$ cat src/rtl/pipeline_if_q.sv
// ---------------------------------------------------------------------------
// pipeline_if_q -- decoupled instruction fetch stage.
//
// Issues in-order fetch requests to an instruction memory with variable
// response latency. Every request allocates a queue entry holding its PC. The
// response data fills entries in order. Decode drains the queue through a
// valid/ready handshake. A redirect (pcsrc) flushes the queue. Responses that
// are still outstanding at that point are counted and dropped when they
// arrive.
//
// Optional feature macro: IF_PERF_EN (adds saturating perf counters).
//
// Ports:
//   clk          in   clock, all state on posedge
//   reset        in   asynchronous active-low reset
//   pcsrc        in   redirect request
//   branchaddr   in   redirect target
//   imem_req     out  fetch request (memory always accepts)
//   imem_addr    out  fetch address
//   imem_rvalid  in   in-order response strobe
//   imem_rdata   in   response instruction
//   instr_valid  out  head entry filled and presented to decode
//   instr_ready  in   decode accepts
//   instr        out  head instruction
//   pc           out  head PC
//   pcplus4      out  pc + PCINC
//   perf_flushes out  [IF_PERF_EN] saturating count of redirect cycles
//   perf_stalls  out  [IF_PERF_EN] saturating count of valid && !ready cycles
// ---------------------------------------------------------------------------
module pipeline_if_q #(
  parameter int unsigned      WIDTH    = 32,
  parameter int unsigned      DEPTH    = 4,
  parameter logic [WIDTH-1:0] RESET_PC = {WIDTH{1'b0}},
  parameter int unsigned      PCINC    = 4
) (
  input  logic             clk,
  input  logic             reset,
  input  logic             pcsrc,
  input  logic [WIDTH-1:0] branchaddr,
  output logic             imem_req,
  output logic [WIDTH-1:0] imem_addr,
  input  logic             imem_rvalid,
  input  logic [WIDTH-1:0] imem_rdata,
  output logic             instr_valid,
  input  logic             instr_ready,
  output logic [WIDTH-1:0] instr,
  output logic [WIDTH-1:0] pc,
  output logic [WIDTH-1:0] pcplus4
`ifdef IF_PERF_EN
  ,
  output logic [15:0]      perf_flushes,
  output logic [15:0]      perf_stalls
`else
  // perf counter ports are absent in this build
`endif
);

  localparam int unsigned      AW      = $clog2(DEPTH);
  localparam int unsigned      CW      = AW + 1;
  localparam logic [WIDTH-1:0] PCINC_W = WIDTH'(PCINC);
  localparam logic [CW:0]      DEPTH_W = (CW + 1)'(DEPTH);

  // Saturating 16-bit increment used by the perf counters.
  function automatic logic [15:0] sat_inc16(input logic [15:0] v);
    return (v == 16'hFFFF) ? v : v + 16'd1;
  endfunction

  logic [WIDTH-1:0] r_fetch_pc;
  logic [CW-1:0]    r_drop_cnt;
  logic [AW-1:0]    r_head;
  logic [CW-1:0]    r_count;     // allocated entries
  logic [CW-1:0]    r_filled;    // filled entries, always contiguous from head
  logic [WIDTH-1:0] r_q_pc    [DEPTH];
  logic [WIDTH-1:0] r_q_instr [DEPTH];
  logic [WIDTH-1:0] r_pc_hold;
  logic [WIDTH-1:0] r_instr_hold;

  logic [CW-1:0]    w_unfilled;
  logic [AW-1:0]    w_tail_idx;
  logic [AW-1:0]    w_fill_idx;
  logic             w_issue;
  logic             w_rsp_drop;
  logic             w_rsp_fill;
  logic             w_rsp_used;
  logic             w_xfer;

  // Queue bookkeeping and the handshake/issue decisions.
  always_comb begin
    w_unfilled = r_count - r_filled;
    w_tail_idx = r_head + r_count[AW-1:0];
    w_fill_idx = r_head + r_filled[AW-1:0];
    // Stale outstanding requests (drop_cnt) still occupy memory slots, so they
    // count against the queue depth together with the allocated entries.
    w_issue    = reset && !pcsrc &&
                 (({1'b0, r_count} + {1'b0, r_drop_cnt}) < DEPTH_W);
    w_rsp_drop = imem_rvalid && (r_drop_cnt != {CW{1'b0}});
    w_rsp_fill = imem_rvalid && (r_drop_cnt == {CW{1'b0}}) &&
                 (w_unfilled != {CW{1'b0}});
    w_rsp_used = w_rsp_drop || w_rsp_fill;
    instr_valid = (r_filled != {CW{1'b0}}) && !pcsrc;
    w_xfer     = instr_valid && instr_ready;
    imem_req   = w_issue;
    imem_addr  = r_fetch_pc;
  end

  // Head presentation; the hold registers keep pc/instr stable once empty.
  always_comb begin
    if (r_count != {CW{1'b0}}) begin
      pc    = r_q_pc[r_head];
      instr = r_q_instr[r_head];
    end else begin
      pc    = r_pc_hold;
      instr = r_instr_hold;
    end
    pcplus4 = pc + PCINC_W;
  end

  // Fetch PC, queue pointers/counts and the stale-response counter.
  always_ff @(posedge clk or negedge reset) begin
    if (!reset) begin
      r_fetch_pc   <= RESET_PC;
      r_drop_cnt   <= {CW{1'b0}};
      r_head       <= {AW{1'b0}};
      r_count      <= {CW{1'b0}};
      r_filled     <= {CW{1'b0}};
      r_pc_hold    <= RESET_PC;
      r_instr_hold <= {WIDTH{1'b0}};
    end else begin
      if (r_count != {CW{1'b0}}) begin
        r_pc_hold    <= r_q_pc[r_head];
        r_instr_hold <= r_q_instr[r_head];
      end
      if (pcsrc) begin
        // Every unfilled entry becomes a stale response. A response arriving
        // in this same cycle is consumed (as a fill or as a drop), so it is
        // taken off the total whichever way it was counted.
        r_fetch_pc <= branchaddr;
        r_drop_cnt <= r_drop_cnt + w_unfilled - CW'(w_rsp_used);
        r_count    <= {CW{1'b0}};
        r_filled   <= {CW{1'b0}};
        r_head     <= {AW{1'b0}};
      end else begin
        if (w_issue) begin
          r_fetch_pc <= r_fetch_pc + PCINC_W;
        end
        r_drop_cnt <= r_drop_cnt - CW'(w_rsp_drop);
        r_count    <= r_count + CW'(w_issue) - CW'(w_xfer);
        r_filled   <= r_filled + CW'(w_rsp_fill) - CW'(w_xfer);
        if (w_xfer) begin
          r_head <= r_head + {{(AW-1){1'b0}}, 1'b1};
        end
      end
    end
  end

  // Entry storage: PC written at issue, instruction written at fill.
  always_ff @(posedge clk or negedge reset) begin
    if (!reset) begin
      for (int i = 0; i < int'(DEPTH); i++) begin
        r_q_pc[i]    <= RESET_PC;
        r_q_instr[i] <= {WIDTH{1'b0}};
      end
    end else begin
      if (w_issue) begin
        r_q_pc[w_tail_idx] <= r_fetch_pc;
      end
      if (w_rsp_fill) begin
        r_q_instr[w_fill_idx] <= imem_rdata;
      end
    end
  end

`ifdef IF_PERF_EN
  logic [15:0] r_perf_flushes;
  logic [15:0] r_perf_stalls;

  // Saturating redirect and decode-stall counters.
  always_ff @(posedge clk or negedge reset) begin
    if (!reset) begin
      r_perf_flushes <= 16'd0;
      r_perf_stalls  <= 16'd0;
    end else begin
      if (pcsrc) begin
        r_perf_flushes <= sat_inc16(r_perf_flushes);
      end
      if (instr_valid && !instr_ready) begin
        r_perf_stalls <= sat_inc16(r_perf_stalls);
      end
    end
  end

  assign perf_flushes = r_perf_flushes;
  assign perf_stalls  = r_perf_stalls;
`else
  // no perf counters in this build
`endif

  pipeline_if_q_chk u_chk (
    .clk           (clk),
    .reset         (reset),
    .imem_rvalid   (imem_rvalid),
    .drop_zero     (r_drop_cnt == {CW{1'b0}}),
    .unfilled_zero (w_unfilled == {CW{1'b0}})
  );

endmodule

// ---------------------------------------------------------------------------
// pipeline_if_q_chk -- protocol checker: a response strobe must always have
// either a stale request to drop or an unfilled entry to fill.
// Ports: clk, reset (active-low), imem_rvalid, drop_zero, unfilled_zero.
// ---------------------------------------------------------------------------
module pipeline_if_q_chk (
  input logic clk,
  input logic reset,
  input logic imem_rvalid,
  input logic drop_zero,
  input logic unfilled_zero
);

  a_no_orphan_rsp : assert property (@(posedge clk) disable iff (!reset)
    !(imem_rvalid && drop_zero && unfilled_zero))
    else $error("pipeline_if_q: response with nothing outstanding");

endmodule

$ cat config.mk
export PLATFORM = sky130hd
export DESIGN_NAME = pipeline_if_q
export DESIGN_NICKNAME = d
export VERILOG_FILES = /design/src/rtl/pipeline_if_q.sv
export SDC_FILE = /design/constraint.sdc
export NUM_CORES = 1
export LEC_CHECK = 0
export CAP_MARGIN = 20
export CELL_PAD_IN_SITES_DETAIL_PLACEMENT = 0
export CELL_PAD_IN_SITES_GLOBAL_PLACEMENT = 1
export CORE_MARGIN = 1.5
export CORE_UTILIZATION = 47
export CTS_BUF_LIST = sky130_fd_sc_hd__clkbuf_4
export DETAILED_ROUTE_END_ITERATION = 6
export PLACE_DENSITY_LB_ADDON = 0.25
export SLEW_MARGIN = 20
export SYNTH_ARGS = -nofsm -noshare
export SYNTH_HDL_FRONTEND = slang
export SYNTH_SLANG_ARGS = --single-unit
$ cat constraint.sdc
create_clock -name clk -period 5.7 [get_ports clk]
set_clock_uncertainty 0.1 [all_clocks]
set_input_delay 1.14 -clock clk [delete_from_list [all_inputs] [get_ports clk]]
set_output_delay 1.14 -clock clk [all_outputs]
set_load 0.02 [all_outputs]
== Word level (Yosys, flattened, before mapping) ==
Index checks and enable logic that the tools add are counted.

* Register bits after elaboration: 363
* Output and inout port bits: 130
* Bits of input ports: 69

* Bitwise operators: 3
* Reductions and logical operators: 18
* $lt $le $gt $ge: 6
* Mux-type cells: 21
* Add/sub/neg operators: 14

{| class="wikitable"
|+ Operators with widths
! kind !! number
|-
| 32-bit two-way mux || 10
|-
| 128-bit bitwise mux || 2
|-
| 32-bit binary-select mux with 2-bit select || 2
|-
| 32-bit demux with 2-bit select || 2
|-
| 32-bit by 3-bit adder with 32-bit output (second input constant) || 2
|-
| 3-bit nonzero test || 4
|-
| 3-bit by 1-bit subtractor with 3-bit output || 4
|-
| 3-bit >= comparator (second input constant) || 3
|-
| 1-bit logical AND || 9
|-
| 3-bit two-way mux || 3
|-
| 2-bit NOT with 3-bit output || 3
|-
| 3-bit by 1-bit adder with 3-bit output || 2
|-
| 3-bit by 1-bit less-than comparator with 1-bit output (second input constant) || 2
|-
| 2-bit adder || 2
|-
| 3-bit by 3-bit adder with 4-bit output || 1
|-
| 4-bit by 3-bit less-than comparator with 1-bit output (second input constant) || 1
|-
| 2-bit two-way mux || 2
|-
| 2-bit nonzero test || 2
|-
| 3-bit adder || 1
|-
| 3-bit zero test || 1
|-
| 3-bit subtractor || 1
|-
| 2-bit by 1-bit adder with 2-bit output (second input constant) || 1
|-
| 1-bit zero test || 1
|-
| 1-bit logical OR || 1
|}

== Logic depth before layout (Yosys ltp) ==
Gate-level depths: netlist (run 1).

* Depth after elaboration: 7
* Depth in mapped cells: 15
* Depth with buffers taken out: 15

== Least setup slack after synthesis (run 1) ==
No wires, ideal clock.

* Path type: reg2out
* From: register r_count[1]
* To: output port pcplus4[26]
* Setup slack: 0.869 ns
* Arrival time: 3.591 ns
* Stages on the path, launching flop included: 14
* Cells stage by stage: dfrtp_1 -> nor3_1 -> clkbuf_1 -> clkbuf_1 -> buf_1 -> clkbuf_1 -> nand2_1 -> nand2_1 -> ha_1 -> nand3_1 -> o21ai_0 -> nand4_1 -> nor4_1 -> xor2_1

* Cells in the longest elaborated chain, start to end: 3

{| class="wikitable"
|+ Ends and longest elaborated chain
! element !! RTL line !! RTL
|-
| from (decl) || 71 || <nowiki>logic [CW-1:0] r_count;</nowiki>
|-
| from (signal assigned) || 124 || <nowiki>r_count <= {CW{1'b0}};</nowiki>
|-
| from (signal assigned) || 139 || <nowiki>r_count <= {CW{1'b0}};</nowiki>
|-
| from (signal assigned) || 147 || <nowiki>r_count <= r_count + CW'(w_issue) - CW'(w_xfer);</nowiki>
|-
| 3-bit nonzero test || 108 || <nowiki>if (r_count != {CW{1'b0}}) begin</nowiki>
|-
| 32-bit two-way mux || 108 ||
|-
| named net pc[3] || 47 || <nowiki>output logic [WIDTH-1:0] pc,</nowiki>
|-
| 32-bit by 3-bit adder with 32-bit output || 115 || <nowiki>pcplus4 = pc + PCINC_W;</nowiki>
|-
| to (decl) || 48 || <nowiki>output logic [WIDTH-1:0] pcplus4</nowiki>
|}

The timed path passes the listed nets, and every way through them passes these cells.

== Worst setup path in the final report (run 1) ==
* From: register r_count[1]
* To: output port pcplus4[26]

* Cells in the longest elaborated chain, start to end: 3

{| class="wikitable"
|+ Ends and longest elaborated chain
! element !! RTL line
|-
| 3-bit nonzero test || 108
|-
| 32-bit two-way mux || 108
|-
| 32-bit by 3-bit adder with 32-bit output || 115
|}

No other way between the ends.

==> summary.md, run 1 <==
| Metric | Value |
|---|---|
| H-tree levels | `3` |
| RSZ-0062 raised after global routing | `false` |
| DPL Wire Length | `27,100 um` |
| Worst slew pin tran | `0.982 ns` |
| DRT Pass-1 Iters | `7` |
| Clock share of power | `between 10% and 20%` |
| LEAKAGE | `~9.4 nW` |
| Syn nets | `1,401` |
| Largest net degree at the start of global routing | `164` |
| Clk slew on worst S/H paths | `0.07 ns` |
| Width of the die | `192 um` |
| CP Max Fanout | `32` |
| Placed Area | `~19,000 um^2` |
| GR Overflow Total | `0` |
| Largest area contributor in the netlist | `dfrtp_1` |
| Detailed-route DRC error count | `0` |
| Sw Pwr | `4.66 mW` |
| Syn. warnings | `0` |
| R2R Path Start | `r_head[0]$_DFFE_PN0P_` |
| Vias in the first global route | `11,842` |
| Initial Util | `47.6%` |
| Core Footprint | `35,500 um^2` |
| Number of antenna-violating nets in the routed design | `0` |
| Port buffer count | `roughly 200` |
| Final nets | `1,642` |
| Slew Limit Fails | `0` |
| Max-cap violations | `0` |
| Global-route wire length before repair | `around 66,000 um` |
| Routed via count | `11,537` |
| Area occupied by multi-input gates | `~7400 um^2` |
| Sequential cell area | `9090 um^2` |
| Drt first-iter violations | `738` |
| Worst setup EP type | `output port` |
| Die H | `192 um` |
| Hold WC Path Type | `in -> async` |
| Syn Std Cell Area | `16,900 um^2` |
| Status | `finished clean` |
| Synth async-reset ratio | `100%` |
| Slew margin rel. | `33.9%` |
| Synth Register Bits | `363` |
| Switching part of the total power | `38.3%` |
| Sequential share of the synthesized area | `53.8%` |
| Highest metal used | `met5` |
| Mean Syn Cell Area | `about 13 um^2` |
| # IOs | `199` |
| Worst IR drop on VDD | `0.000597 V` |
| Top FF cell, synth | `dfrtp_1` |
| CTS root buffer | `clkbuf_4` |
| CTS hold repair buffers | `0` |
| Overall routed net length | `42,200 um` |
| Minimum clock period | `between 5 and 6 ns` |
| DR vias/cell | `5.52` |
| Post-layout util | `58.2%` |
| Netlist cell types | `47` |
| Setup TNS Final | `0 ns` |
| Reg2reg end | `r_q_pc[84]$_DFFE_PN0P_` |
| TritonCTS buffer count | `97` |
| Fillers | `between 2,000 and 3,000` |
| Final GP Congestion | `0.798` |
| Combinational share of power | `47.1%` |
| CP startpoint | `r_count[1]$_DFF_PN0_` |
| Post-Synthesis Cells | `1,312` |
| DR WL/cell | `20.2 um` |
| CP Launch Type | `register` |
| Number of synthesized flops with an enable pin | `0` |
| M1 WL | `~20,000 um` |
| CTS tree | `yes` |
| Final setup violation count | `0` |
| Pint | `7.50 mW` |
| Area grow syn2layout | `22.4%` |
| Max Fclk | `190 MHz` |
| Row count | `69` |
| Top-area cell type share of the netlist area | `53.8%` |
| Share of the clock period used by the worst path | `between 90 and 100%` |
| CP Class | `reg -> out` |
| Final hold vios | `0` |
| Top post-synthesis cells by area | `dfrtp_1 (54%), mux2_2 (17%), mux4_2 (7.3%), nand2_1 (4.8%), xnor2_1 (1.7%)` |
| Longest Clk Path Bufs | `3` |
| R2R cell count | `8` |
| Worst skew pair latency | `0.80 ns` |
| Metal2 WL | `19,100 um` |
| Flop2flop setup slack | `~1.8 ns` |
| Pwr Density | `589 nW/um^2` |
| Worst Path Required | `about 4.5 ns` |
| All-Layer GR Usage | `a little under a quarter` |
| Layout cells sized above 1 | `31.2%` |
| TritonCTS Sinks | `about 360` |
| Final non-filler cell area | `20,700 um^2` |
| Initial antenna violation count | `5` |
| Arrival @ worst endpoint | `4.03 ns` |
| Met3 wire length | `2560 um` |
| Sequential power share | `34.4%` |
| Die area | `roughly 37,000 um^2` |
| Crit path to | `pcplus4[26]` |
routing by layer:
layer / track usage [%] / vias up
li1: - / 5271
met1: 33.9 / 5913
met2: 34.5 / 309
met3: 5.86 / 42
met4: 6.77 / 2
met5: 0 / -
final cells by class:
cell class / instances / area share [%]
sequential: 363 / 44.0
multi-input combinational: 836 / 35.6
timing repair buffer: 225 / 11.1
clock buffer: 145 / 5.27
tap: 461 / 2.79
clock inverter: 26 / 0.654
inverter: 30 / 0.545
antenna: 3 / 0.0364
Yosys cell counts (2+ instances only):
cell type	number
nor2_1	22
nor3b_1	3
clkbuf_1	42
buf_4	4
a21oi_1	10
mux2_2	253
and4_1	2
a221o_1	9
o311ai_0	16
ha_1	16
nand4b_1	2
fa_1	4
nand4_1	22
nand3_1	33
a31oi_1	10
mux4_2	55
buf_2	18
buf_1	16
inv_1	30
a222oi_1	2
dfrtp_1	363
mux4_1	9
nor2b_1	4
and3_1	9
o21ai_0	37
nand2_1	218
and2_1	10
xor2_1	12
a22oi_1	2
nor4_1	5
a221oi_1	2
buf_6	4
xnor2_1	32
mux2i_1	14
nor3_1	10
state kept, by name, indices dropped and copies added, names as in the netlist:
register / flops
r_head: 2
r_q_instr: 128
r_filled: 3
r_count: 3
r_pc_hold: 32
r_q_pc: 128
r_drop_cnt: 3
imem_addr: 32
r_instr_hold: 32
worst min path at each step:
stage | startpoint | to | cells after the start
6_report | reset | imem_addr[10]$_DFFE_PN0N_ | 1
5_1_grt | reset | r_head[0]$_DFFE_PN0P_ | 1
4_1_cts | reset | imem_addr[3]$_DFFE_PN0N_ | 1
3_5_place_dp | r_instr_hold[28]$_DFF_PN0_ | r_instr_hold[28]$_DFF_PN0_ | 2
3_3_place_gp | r_instr_hold[28]$_DFF_PN0_ | r_instr_hold[28]$_DFF_PN0_ | 2
2_1_floorplan | r_q_pc[72]$_DFFE_PN0P_ | r_q_pc[72]$_DFFE_PN0P_ | 2
cells in the final DEF (no fill, tap or decap), types with 3 or more instances in the layout:
cell type / count
nand3_2: 3
a221o_1: 9
inv_6: 3
clkbuf_4: 145
o311ai_0: 16
a21oi_1: 10
clkdlybuf4s50_1: 196
buf_4: 20
nand3_1: 30
fa_1: 4
buf_16: 3
nor2_1: 21
inv_1: 30
dfrtp_1: 361
clkinv_1: 17
a31oi_1: 10
nand2_1: 218
nor3_2: 4
mux4_1: 9
mux2_2: 253
and3_1: 9
o21ai_0: 36
nor3b_1: 3
nor4_1: 4
diode_2: 3
nand4_1: 22
xor2_1: 12
nor2b_1: 4
mux4_2: 55
and2_1: 10
xnor2_1: 32
mux2i_1: 14
ha_1: 16
buf_12: 3
nor3_1: 6
per-stage QoR:
step	std cells	power (mW)	hold WS, ns	setup WS, ns
after floorplan	1312	7.63	0.342	0.869
after global placement	1910	9.79	0.345	0.952
after detailed placement	1910	9.92	0.351	0.910
after CTS	2081	12.2	0.140	0.0477
after global routing	2089	13.0	0.138	0.0999
final	2089	12.2	0.192	0.426
power groups by stage:
| stage | combinational, mW | clock, mW | sequential (mW) |
|---|---|---|---|
| global route | 6.20 | 2.48 | 4.30 |
| detailed placement | 5.69 | 0 | 4.22 |
| global placement | 5.60 | 0 | 4.19 |
| floorplan | 3.65 | 0 | 3.98 |
| CTS | 5.71 | 2.34 | 4.18 |
| finish | 5.72 | 2.26 | 4.18 |
logic make-up after synthesis:
kind of cell	share of synthesized area [%]
flops	53.8
simple gates	9.19
mux	26.5
buf+inv	2.94
compound gates	3.65
xor+xnor	2.28
fa+ha+maj	1.66
critical path: stages, from the launching register on:
cell	delay (ns)
dfrtp_1	0.52
nor3_2	0.28
buf_6	0.28
nand2_1	0.07
and2_1	0.15
inv_1	0.09
ha_1	0.25
nand3_1	0.10
o21ai_1	0.24
nand4_1	0.24
nor4_2	0.24
xor2_1	0.17
clkdlybuf4s50_1	0.62
repair_timing:
action | CTS | global route
endpoints found under the setup margin | 0 | 10
buffers inserted | 0 | 2
resized for setup | 0 | 3
Note: power is estimated with default switching activity, not from simulation.
==> inputs of run 2 (changes only) <==
--- a/config.mk
+++ b/config.mk
@@ -12,7 +12,8 @@
 export CORE_UTILIZATION = 47
 export CTS_BUF_LIST = sky130_fd_sc_hd__clkbuf_4
 export DETAILED_ROUTE_END_ITERATION = 6
-export PLACE_DENSITY_LB_ADDON = 0.25
+export GPL_ROUTABILITY_DRIVEN = 0
+export PLACE_DENSITY_LB_ADDON = 0.1
 export SLEW_MARGIN = 20
 export SYNTH_ARGS = -nofsm -noshare
 export SYNTH_HDL_FRONTEND = slang
==> summary.md, run 2 (synthesis gave the netlist of run 1 again) <==
| Metric | Value |
|---|---|
| Slew margin rel. | `a little under two fifths` |
| DPL Wire Length | `27,500 um` |
| Final nets | `about 1,600` |
| Die H | `192 um` |
| Die area | `37,100 um^2` |
| DRT Pass-1 Iters | `5` |
| Finished Layout Cells | `2,073` |
| Max Fclk | `184 MHz` |
| Top Registers | `r_q_instr: 128 flops, r_q_pc: 128 flops` |
| Sequential power share | `34.7%` |
| Status | `finished clean` |
| Max-cap violations | `0` |
| GR Overflow Total | `0` |
| TritonCTS Sinks | `363` |
| DR vias/cell | `5.52` |
| Worst IR drop on VDD | `0.000502 V` |
| Core Footprint | `around 35,000 um^2` |
| Worst slew pin tran | `0.943 ns` |
| # IOs | `199` |
| Final setup violation count | `0` |
| Number of antenna-violating nets in the routed design | `0` |
| Longest Clk Path Bufs | `3` |
| CP Max Fanout | `32` |
| Commonest non-fill, non-tap cell in the layout | `dfrtp_1` |
| Sw Pwr | `~4.6 mW` |
| Share of the clock period used by the worst path | `95.3%` |
| CP Launch Type | `register` |
| Initial antenna violation count | `5` |
| Post-layout util | `between 50 and 60%` |
| Slew Limit Fails | `0` |
| Setup bufs post-CTS | `0` |
| R2R Path Start | `r_count[0]$_DFF_PN0_` |
| All-Layer GR Usage | `24.1%` |
| Clk slew on worst S/H paths | `0.07 ns` |
| CTS hold repair buffers | `0` |
| Largest net degree at the start of global routing | `144` |
| Fillers | `3,023` |
| Setup TNS Final | `0 ns` |
| Routed via count | `11,442` |
| Width of the die | `192 um` |
| Layout cells sized above 1 | `between 30% and 40%` |
| Global-route wire length before repair | `about 68,000 um` |
| Post-CTS sizing | `0` |
| Dpl cells | `1,909` |
| Worst setup EP type | `output port` |
| CTS root buffer | `clkbuf_4` |
| Port buffer count | `198` |
| Minimum clock period | `5.43 ns` |
| Pwr Density | `591 nW/um^2` |
| RSZ-0062 raised after global routing | `false` |
| Worst Path Required | `4.46 ns` |
| Total power | `12.1 mW` |
| Combinational share of power | `46.8%` |
| CP Class | `reg -> out` |
| Detailed-route DRC error count | `0` |
| H-tree levels | `3` |
| Clock share of power | `a little under a fifth` |
| Commonest cells after routing, fill and taps aside | `dfrtp_1 (361), mux2_2 (253), nand2_1 (218)` |
| Initial Util | `47.6%` |
| TritonCTS buffer count | `97` |
| Area grow syn2layout | `21.5%` |
| CP startpoint | `r_count[1]$_DFF_PN0_` |
| Vias in the first global route | `11,691` |
| LEAKAGE | `9.39 nW` |
| Worst skew pair latency | `0.74 ns` |
| DR WL/cell | `about 21 um` |
| Final hold vios | `0` |
| Hold WS | `about 0.20 ns` |
| Drt first-iter violations | `613` |
| Pint | `7.51 mW` |
| Overall routed net length | `approximately 43,000 um` |
| Hold WC Path Type | `in -> async` |
| Switching part of the total power | `38.0%` |
| Row count | `69` |
| Arrival @ worst endpoint | `roughly 4.2 ns` |
| CTS tree | `yes` |
run 2: through the flow:
stage                     setup slack, ns  cell area (um^2)
after floorplan                     0.869             16900
after global placement               1.00             19300
after detailed placement            0.956             19300
after CTS                           0.110             20500
after global routing               0.0405             20500
final                               0.270             20500
run 2: worst max-delay path, stage by stage (launching register included):
cell and delay, ns:
dfrtp_1 0.56, nor3_4 0.39, buf_4 0.39, nand4_1 0.19, a222oi_1 0.36, buf_4 0.22, and3_1 0.31, nor3b_2 0.24
xor2_1 0.16, clkdlybuf4s50_1 0.61
run 2: final timing paths:
check                                              to  slack [ns]  cells past startpoint
max reg2reg                   r_drop_cnt[2]$_DFF_PN0_        1.72                     15
min reg2reg                r_instr_hold[25]$_DFF_PN0_        0.36                      2
max in group asynchronous       r_head[0]$_DFFE_PN0P_        3.19                      3
min in group clk           r_instr_hold[25]$_DFF_PN0_        0.36                      2
max                                       pcplus4[31]        0.27                      9
min                           r_pc_hold[28]$_DFF_PN0_        0.20                      1
run 2: layout make-up:
| type | count | area (um^2) | area share [%] |
|---|---|---|---|
| Inverter | 30 | 113 | 0.549 |
| Antenna cell | 3 | 7.51 | 0.0366 |
| Multi-Input combinational cell | 836 | 7360 | 35.9 |
| Clock buffer | 149 | 1120 | 5.45 |
| Clock inverter | 11 | 67.6 | 0.329 |
| Sequential cell | 363 | 9090 | 44.3 |
| Timing Repair Buffer | 220 | 2180 | 10.6 |
| Tap cell | 461 | 577 | 2.81 |
run 2: power by group through the flow:
stage               Clock [mW]  Combinational, mW  Sequential [mW]
floorplan                    0               3.65             3.98
global placement             0               5.63             4.20
detailed placement           0               5.70             4.23
CTS                       2.33               5.71             4.19
global route              2.48               6.15             4.33
finish                    2.24               5.67             4.21
run 2: routing by layer:
| metal | part of all wire, % | vias to the layer above | track usage, % |
|---|---|---|---|
| met5 | 0 | - | 0 |
| met4 | 1.2 | 0 | 6.53 |
| met3 | 4.6 | 42 | 4.58 |
| met2 | 45 | 276 | 34.9 |
| met1 | 49 | 5874 | 36.8 |
| li1 | - | 5250 | - |
